$ cat src/rtl/vme_reg_slave.sv
// A16/D16 VME register slave: 2-FF strobe synchronisers, five-state handshake FSM, NUM_RW writable
// registers, read-only inputs and a status/ID word. Define VME_SLAVE_BERR_EN to enable bus-error replies.
`timescale 1ns/1ps

module vme_reg_slave #(
    parameter logic [15:0] BASE_ADDR = 16'h7C80,
    parameter int          NUM_REGS  = 16,
    parameter int          NUM_RW    = 8,
    parameter logic [15:0] STATUSID  = 16'hA800
) (
    input  logic                                   I_CLK_32M,
    input  logic                                   I_VME_SYSRESET,
    input  logic                                   I_VME_AS,
    input  logic                                   I_VME_DS0,
    input  logic                                   I_VME_DS1,
    input  logic                                   I_VME_WR,
    input  logic                                   I_VME_LWORD,
    input  logic [15:1]                            I_VME_A,
    input  logic [5:0]                             I_VME_AM,
    input  logic [15:0]                            I_VME_D,
    output logic [15:0]                            O_VME_D,
    output logic                                   O_VME_D_OE,
    output logic                                   O_VME_DTACK_D,
    output logic                                   O_VME_DTACK_EN,
    output logic                                   O_VME_BERR,
    output logic [16*NUM_RW-1:0]                   O_REGS,
    input  logic [16*(NUM_REGS-NUM_RW-1)-1:0]      I_RO_DATA,
    output logic                                   O_WR_STB,
    output logic                                   O_RD_STB,
    output logic [$clog2(NUM_REGS)-1:0]            O_IDX
);

    localparam int IW     = $clog2(NUM_REGS);
    localparam int NUM_RO = NUM_REGS - NUM_RW - 1;

    typedef enum logic [2:0] {
        IDLE,
        SKEW,
        DECODE,
        ACK,
        RELEASE
    } state_t;

    state_t        r_state;
    state_t        w_next;
    logic          w_latch;
    logic          w_ack_entry;

    logic [3:0]    r_sync1;
    logic [3:0]    r_sync2;
    logic          w_as_s;
    logic          w_ds0_s;
    logic          w_ds1_s;
    logic          w_wr_s;
    logic          w_ds_idle;

    logic          r_armed;
    logic          r_hit;
    logic          r_wr_lat;
    logic          r_lane_hi;
    logic          r_lane_lo;
    logic [15:0]   r_d_lat;
    logic [IW-1:0] r_idx;

    logic [15:0]   r_regs [NUM_RW];
    logic [15:0]   w_rdata;
    logic [15:0]   r_rdata;
    logic          r_oe;
    logic          r_dtack_d;
    logic          r_dtack_en;
    logic          r_wr_stb;
    logic          r_rd_stb;

    logic          w_am_ok;
    logic          w_in_win;
    logic          w_hit;
    logic          w_unused;

    // Strobe pins are asynchronous; bit order {WR, DS1, DS0, AS}, idle level is high.
    // NOTE: sequential state uses non-blocking assignments so every flop samples pre-edge values.
    always_ff @(posedge I_CLK_32M) begin
        if (I_VME_SYSRESET) begin
            r_sync1 <= '1;
            r_sync2 <= '1;
        end else begin
            r_sync1 <= {I_VME_WR, I_VME_DS1, I_VME_DS0, I_VME_AS};
            r_sync2 <= r_sync1;
        end
    end

    assign w_as_s    = r_sync2[0];
    assign w_ds0_s   = r_sync2[1];
    assign w_ds1_s   = r_sync2[2];
    assign w_wr_s    = r_sync2[3];
    assign w_ds_idle = w_ds0_s & w_ds1_s;

    // BASE_ADDR is window-aligned, so (A - BASE_ADDR) >> 1 reduces to the low address bits.
    assign w_am_ok  = (I_VME_AM == 6'h29) || (I_VME_AM == 6'h2D);
    assign w_in_win = (I_VME_A[15:IW+1] == BASE_ADDR[15:IW+1]);
    assign w_hit    = w_am_ok && w_in_win;
    assign w_unused = I_VME_LWORD;

    always_ff @(posedge I_CLK_32M) begin
        if (I_VME_SYSRESET) begin
            r_state <= IDLE;
        end else begin
            r_state <= w_next;
        end
    end

    // NOTE: every signal gets a default first so no path leaves it unassigned (no latches).
    always_comb begin
        w_next      = r_state;
        w_latch     = 1'b0;
        w_ack_entry = 1'b0;
        case (r_state)
            IDLE: begin
                if (r_armed && !w_as_s && (!w_ds0_s || !w_ds1_s)) begin
                    w_next = SKEW;
                end
            end
            SKEW: begin
                if (w_as_s) begin
                    w_next = IDLE;
                end else begin
                    w_next  = DECODE;
                    w_latch = 1'b1;
                end
            end
            DECODE: begin
                if (w_as_s || !r_hit) begin
                    w_next = IDLE;
                end else begin
                    w_next      = ACK;
                    w_ack_entry = 1'b1;
                end
            end
            ACK: begin
                if (w_ds_idle) begin
                    w_next = RELEASE;
                end
            end
            RELEASE: w_next = IDLE;
            default: w_next = IDLE;
        endcase
    end

    // Address phase capture on DECODE entry; r_armed forces AS high between cycles.
    always_ff @(posedge I_CLK_32M) begin
        if (I_VME_SYSRESET) begin
            r_armed   <= 1'b0;
            r_hit     <= 1'b0;
            r_wr_lat  <= 1'b0;
            r_lane_hi <= 1'b0;
            r_lane_lo <= 1'b0;
            r_d_lat   <= '0;
            r_idx     <= '0;
        end else begin
            if (r_state != IDLE && w_next == IDLE) begin
                r_armed <= 1'b0;
            end else if (r_state == IDLE && w_as_s) begin
                r_armed <= 1'b1;
            end
            if (w_latch) begin
                r_hit     <= w_hit;
                r_wr_lat  <= !w_wr_s;
                r_lane_hi <= !w_ds1_s;
                r_lane_lo <= !w_ds0_s;
                r_d_lat   <= I_VME_D;
                r_idx     <= I_VME_A[IW:1];
            end
        end
    end

    // NOTE: the register file is small flops, not RAM, so it is reset to give O_REGS a defined value.
    always_ff @(posedge I_CLK_32M) begin
        if (I_VME_SYSRESET) begin
            for (int i = 0; i < NUM_RW; i++) begin
                r_regs[i] <= '0;
            end
        end else if (w_ack_entry && r_wr_lat) begin
            for (int i = 0; i < NUM_RW; i++) begin
                if (r_idx == IW'(i)) begin
                    if (r_lane_hi) r_regs[i][15:8] <= r_d_lat[15:8];
                    if (r_lane_lo) r_regs[i][7:0]  <= r_d_lat[7:0];
                end
            end
        end
    end

    for (genvar g = 0; g < NUM_RW; g++) begin : g_regs_out
        assign O_REGS[16*g +: 16] = r_regs[g];
    end

    always_comb begin
        w_rdata = '0;
        for (int i = 0; i < NUM_RW; i++) begin
            if (r_idx == IW'(i)) w_rdata = r_regs[i];
        end
        for (int i = 0; i < NUM_RO; i++) begin
            if (r_idx == IW'(NUM_RW + i)) w_rdata = I_RO_DATA[16*i +: 16];
        end
        if (r_idx == IW'(NUM_REGS - 1)) w_rdata = STATUSID;
    end

    // Bus-facing outputs are registered from the next state so the drivers never glitch.
    always_ff @(posedge I_CLK_32M) begin
        if (I_VME_SYSRESET) begin
            r_dtack_en <= 1'b0;
            r_dtack_d  <= 1'b1;
            r_oe       <= 1'b0;
            r_wr_stb   <= 1'b0;
            r_rd_stb   <= 1'b0;
            r_rdata    <= '0;
        end else begin
            r_dtack_en <= (w_next == ACK) || (w_next == RELEASE);
            r_dtack_d  <= (w_next != ACK);
            r_oe       <= (w_next == ACK) && !r_wr_lat;
            r_wr_stb   <= w_ack_entry && r_wr_lat;
            r_rd_stb   <= w_ack_entry && !r_wr_lat;
            if (w_ack_entry && !r_wr_lat) begin
                r_rdata <= w_rdata;
            end
        end
    end

`ifdef VME_SLAVE_BERR_EN
    logic w_berr_hit;
    logic r_berr;

    assign w_berr_hit = w_am_ok && !w_in_win && (I_VME_A[15:8] == BASE_ADDR[15:8]);

    // Held from DECODE entry until the master lifts both data strobes.
    always_ff @(posedge I_CLK_32M) begin
        if (I_VME_SYSRESET) begin
            r_berr <= 1'b0;
        end else if (w_latch && w_berr_hit) begin
            r_berr <= 1'b1;
        end else if (w_ds_idle) begin
            r_berr <= 1'b0;
        end
    end

    assign O_VME_BERR = r_berr;
`else
    assign O_VME_BERR = 1'b0;
`endif

    assign O_VME_D        = r_rdata;
    assign O_VME_D_OE     = r_oe;
    assign O_VME_DTACK_D  = r_dtack_d;
    assign O_VME_DTACK_EN = r_dtack_en;
    assign O_WR_STB       = r_wr_stb;
    assign O_RD_STB       = r_rd_stb;
    assign O_IDX          = r_idx;

endmodule

$ cat config.mk
export PLATFORM = sky130hd
export DESIGN_NAME = vme_reg_slave
export DESIGN_NICKNAME = d
export VERILOG_FILES = /design/src/rtl/vme_reg_slave.sv
export SDC_FILE = /design/constraint.sdc
export NUM_CORES = 1
export LEC_CHECK = 0
export ABC_AREA = 1
export BUFFER_PORTS_ARGS = -buffer_cell sky130_fd_sc_hd__buf_2
export CAP_MARGIN = 20
export CORE_MARGIN = 2
export CORE_UTILIZATION = 35
export DETAILED_ROUTE_END_ITERATION = 8
export SKIP_CTS_REPAIR_TIMING = 1
export SLEW_MARGIN = 20
export SYNTH_ARGS = -nofsm -noshare
export SYNTH_HDL_FRONTEND = slang
export SYNTH_SLANG_ARGS = --single-unit
$ cat constraint.sdc
create_clock -name I_CLK_32M -period 2.6 [get_ports I_CLK_32M]
set_input_delay 0.13 -clock I_CLK_32M [delete_from_list [all_inputs] [get_ports I_CLK_32M]]
set_output_delay 0.13 -clock I_CLK_32M [all_outputs]
set_load 0.02 [all_outputs]
==> metrics.md <==
| Metric | Value |
|---|---|
| CP max FO | `7` |
| Setup Viol. Count Final | `0` |
| Achievable clock frequency | `429 MHz` |
| Sink Count | `185` |
| CTS tree | `built` |
| Die Span Y | `162 um` |
| Rows | `57` |
| Bufs and invs on worst path | `1` |
| R2r endpoint | `O_VME_D[13]` |
| First-pass GRT wire length | `44,000 um` |
| Pleak | `5.29 nW` |
| Sw frac | `24.5%` |
| RSZ-0062 raised after global routing | `no` |
| GR Util All Layers | `22.4%` |
| R2R Path Start | `O_IDX[1]` |
| First-pass iteration count of the detailed router | `5` |
| MaxCap Viol Count | `0` |
| Area grow syn2layout | `31.6%` |
| Path type of the worst min-delay path | `in -> reg` |
| WHS Endpoint | `O_IDX[1]` |
| Die Wd | `162 um` |
| Setup_tns | `0 ns` |
| Final wirelength | `30,000 um` |
| Worst setup path startpoint | `O_IDX[1]` |
| Seq cells post-synth | `185` |
| Vias in the first global route | `7,826` |
| Largest delay share family, worst path | `simple AND/OR/NAND/NOR gates` |
| Detailed placement HPWL | `23,400 um` |
| Worst slew pin tran | `0.840 ns` |
| Total CTS buffers | `17` |
| Initial antenna violation count | `2` |
| Clock root cell | `clkbuf_16` |
| Initial DRC count | `553` |
| Synth top area cells | `edfxtp_1, dfxtp_1, nand2_1` |
| Clock network power share | `39.6%` |
| Comb power frac | `7.4%` |
| Outcome | `finished, final reports clean` |
| Reg2reg path depth | `13` |
| CP max-delay cell | `dfxtp_1` |
| Crit path capture type | `flip-flop` |
| Core area | `24,400 um^2` |
| Yosys top cell area share | `44.0%` |
| Routability Congestion | `0.876` |
| Sequential-to-total area share from yosys stat | `57.1%` |
| R2r setup slk | `0.27 ns` |
| Io pins | `310` |
| Pwr Density | `535 nW/um^2` |
| Later-pin clock latency in the skew report | `0.43 ns` |
| HP Start | `I_VME_A[2]` |
| Most frequent cells in the layout | `buf_2, nand2_1, nor2_1, edfxtp_1, inv_1` |
| Worst-path clk slew | `0.07 ns` |
| Largest net degree at the start of global routing | `46` |
| Share of cells above drive strength 1 | `28.7%` |
| CP Launch Type | `flip-flop` |
| Hold path depth | `3` |
| Via density | `4.82` |
| Hold violation total from the final report | `0` |
| VDD IR max | `0.347 mV` |
| Most common cell after layout, fill and taps aside | `buf_2` |
| Total Nets Final | `1,559` |
| GR Overflow Total | `0` |
| Critical path arrival | `2.64 ns` |
| Area of the multi-input gates | `3160 um^2` |
| Pint | `4.64 mW` |
| # DRC | `0` |
| Via count | `8,390` |
| Critical path, cell by cell | `inv_1 > nand2_1 > nor2_1 > nand2_1 > nand3_1 > nor2_1 > nand4_1 > nor2_1 > nand3_1 > nor2_1 > nand4_1 > nor2_1 > nor2_1` |
| IO Port Bufs | `306` |
| Synth Instances | `1,064` |
| Initial Utilization | `35.8%` |
| Fillers | `2,511` |
| Synth unique cells | `29` |
| Register area | `4980 um^2` |
| Largest area contributor in the netlist | `edfxtp_1` |
| FFs w/ async S/R, synth | `0%` |
| Net Switching | `1.51 mW` |
| CP dominant cell by count | `nor2_1` |
| Post-DRT Antenna Nets | `0` |
| Worst slew margin | `44.0%` |
| Total chip power | `6.15 mW` |
| Synthesized area per cell | `8.21 um^2` |
| Final period util | `89.6%` |
| Post-Syn Area | `8730 um^2` |
| Final Slew Violations | `0` |
| Synth warn | `0` |
| Type of the worst setup path | `reg -> reg` |
| Syn nets | `1,220` |
| Wirelength per Cell | `17.2 um` |
| Die area | `26,200 um^2` |
| H-tree levels | `4` |
| Max stage delay on crit path | `0.41 ns` |
| Reg power frac | `53.0%` |
| Clk buf depth | `2` |
| Tmin final | `2.33 ns` |
| Clock Skew | `0.0122 ns` |
| Post-synth EDFFs | `128` |
| Top_reg_cell synth | `edfxtp_1` |
| WP data required | `2.91 ns` |
## per-layer routing
metal | track usage, % | vias up | part of all wire [%]
met4 | 7.16 | 0 | 2.4
li1 | - | 4103 | -
met1 | 29.2 | 3900 | 42
met3 | 5.16 | 38 | 7.8
met2 | 36.9 | 349 | 48
met5 | 0 | - | 0
## power groups by stage
| stage | Sequential [mW] | Combinational, mW | Clock [mW] |
|---|---|---|---|
| final | 3.26 | 0.456 | 2.44 |
| after global routing | 3.27 | 0.492 | 2.60 |
| after CTS | 3.26 | 0.434 | 2.47 |
| after detailed placement | 3.33 | 0.433 | 0 |
| after global placement | 3.33 | 0.430 | 0 |
| after floorplan | 3.40 | 0.0981 | 0 |
## registers in the layout (all words and copies together) (netlist names)
signal          cells
r_wr_lat            1
O_WR_STB            1
r_sync1             4
r_lane_lo           1
O_IDX               4
r_hit               1
O_VME_DTACK_D       1
r_regs            128
O_VME_D_OE          1
r_armed             1
O_VME_DTACK_EN      1
r_state             3
r_sync2             4
O_VME_D            16
r_lane_hi           1
r_d_lat            16
O_RD_STB            1
## worst max path at each step
stage               endpoint  slack [ns]  depth (start not counted)
5_1_grt          O_VME_D[13]        0.06                         13
4_1_cts           O_VME_D[2]        0.19                         10
3_3_place_gp      O_VME_D[2]        0.27                         10
3_5_place_dp      O_VME_D[2]        0.20                         10
6_report         O_VME_D[13]        0.27                         13
2_1_floorplan  r_regs[1][48]        0.54                          4
## layout make-up
type	instances	share of cell area, %
Antenna cell	1	0.0218
Clock buffer	18	3.73
Clock inverter	14	0.958
Inverter	112	3.66
Multi-Input combinational cell	730	27.5
Sequential cell	185	43.4
Tap cell	324	3.53
Timing Repair Buffer	357	17.2
## logic make-up after synthesis
group | synth area share [%]
compound gates | 3.98
buf+inv | 6.79
flops | 57.1
other cells | 0.0429
simple gates | 32.1
## tightest hold or removal path: cells and delay by family
family | cells | cell delay (ns)
buffers and inverters | 1 | 0.08
AO/OA/AOI/OAI | 2 | 0.18
## through the flow
step           cell area (um^2)  hold WS [ns]  utilization, %  instances  setup slack (ns)
2_1_floorplan              8730         0.234               -       1064             0.539
3_3_place_gp              10700         0.316            44.0       1686             0.274
3_5_place_dp              10700         0.316            44.0       1686             0.202
4_1_cts                   11300        -0.137            46.2       1718             0.195
5_1_grt                   11500       0.00326            47.1       1741            0.0639
6_report                  11500       0.00774            47.1       1741             0.270
## synthesized netlist by cell type (2+ instances only)
cell / number
or2_1: 6
clkinv_1: 2
edfxtp_1: 128
nor2_1: 221
a21oi_1: 33
or2_2: 23
nand2_1: 289
buf_2: 18
or2_0: 3
nor2_4: 4
inv_1: 106
inv_2: 4
o21ai_0: 34
clkbuf_1: 15
buf_4: 3
nand4_1: 42
nor2_2: 6
nor3_1: 3
dfxtp_1: 57
nand3_1: 58
Power figures use the tool's default switching activity.
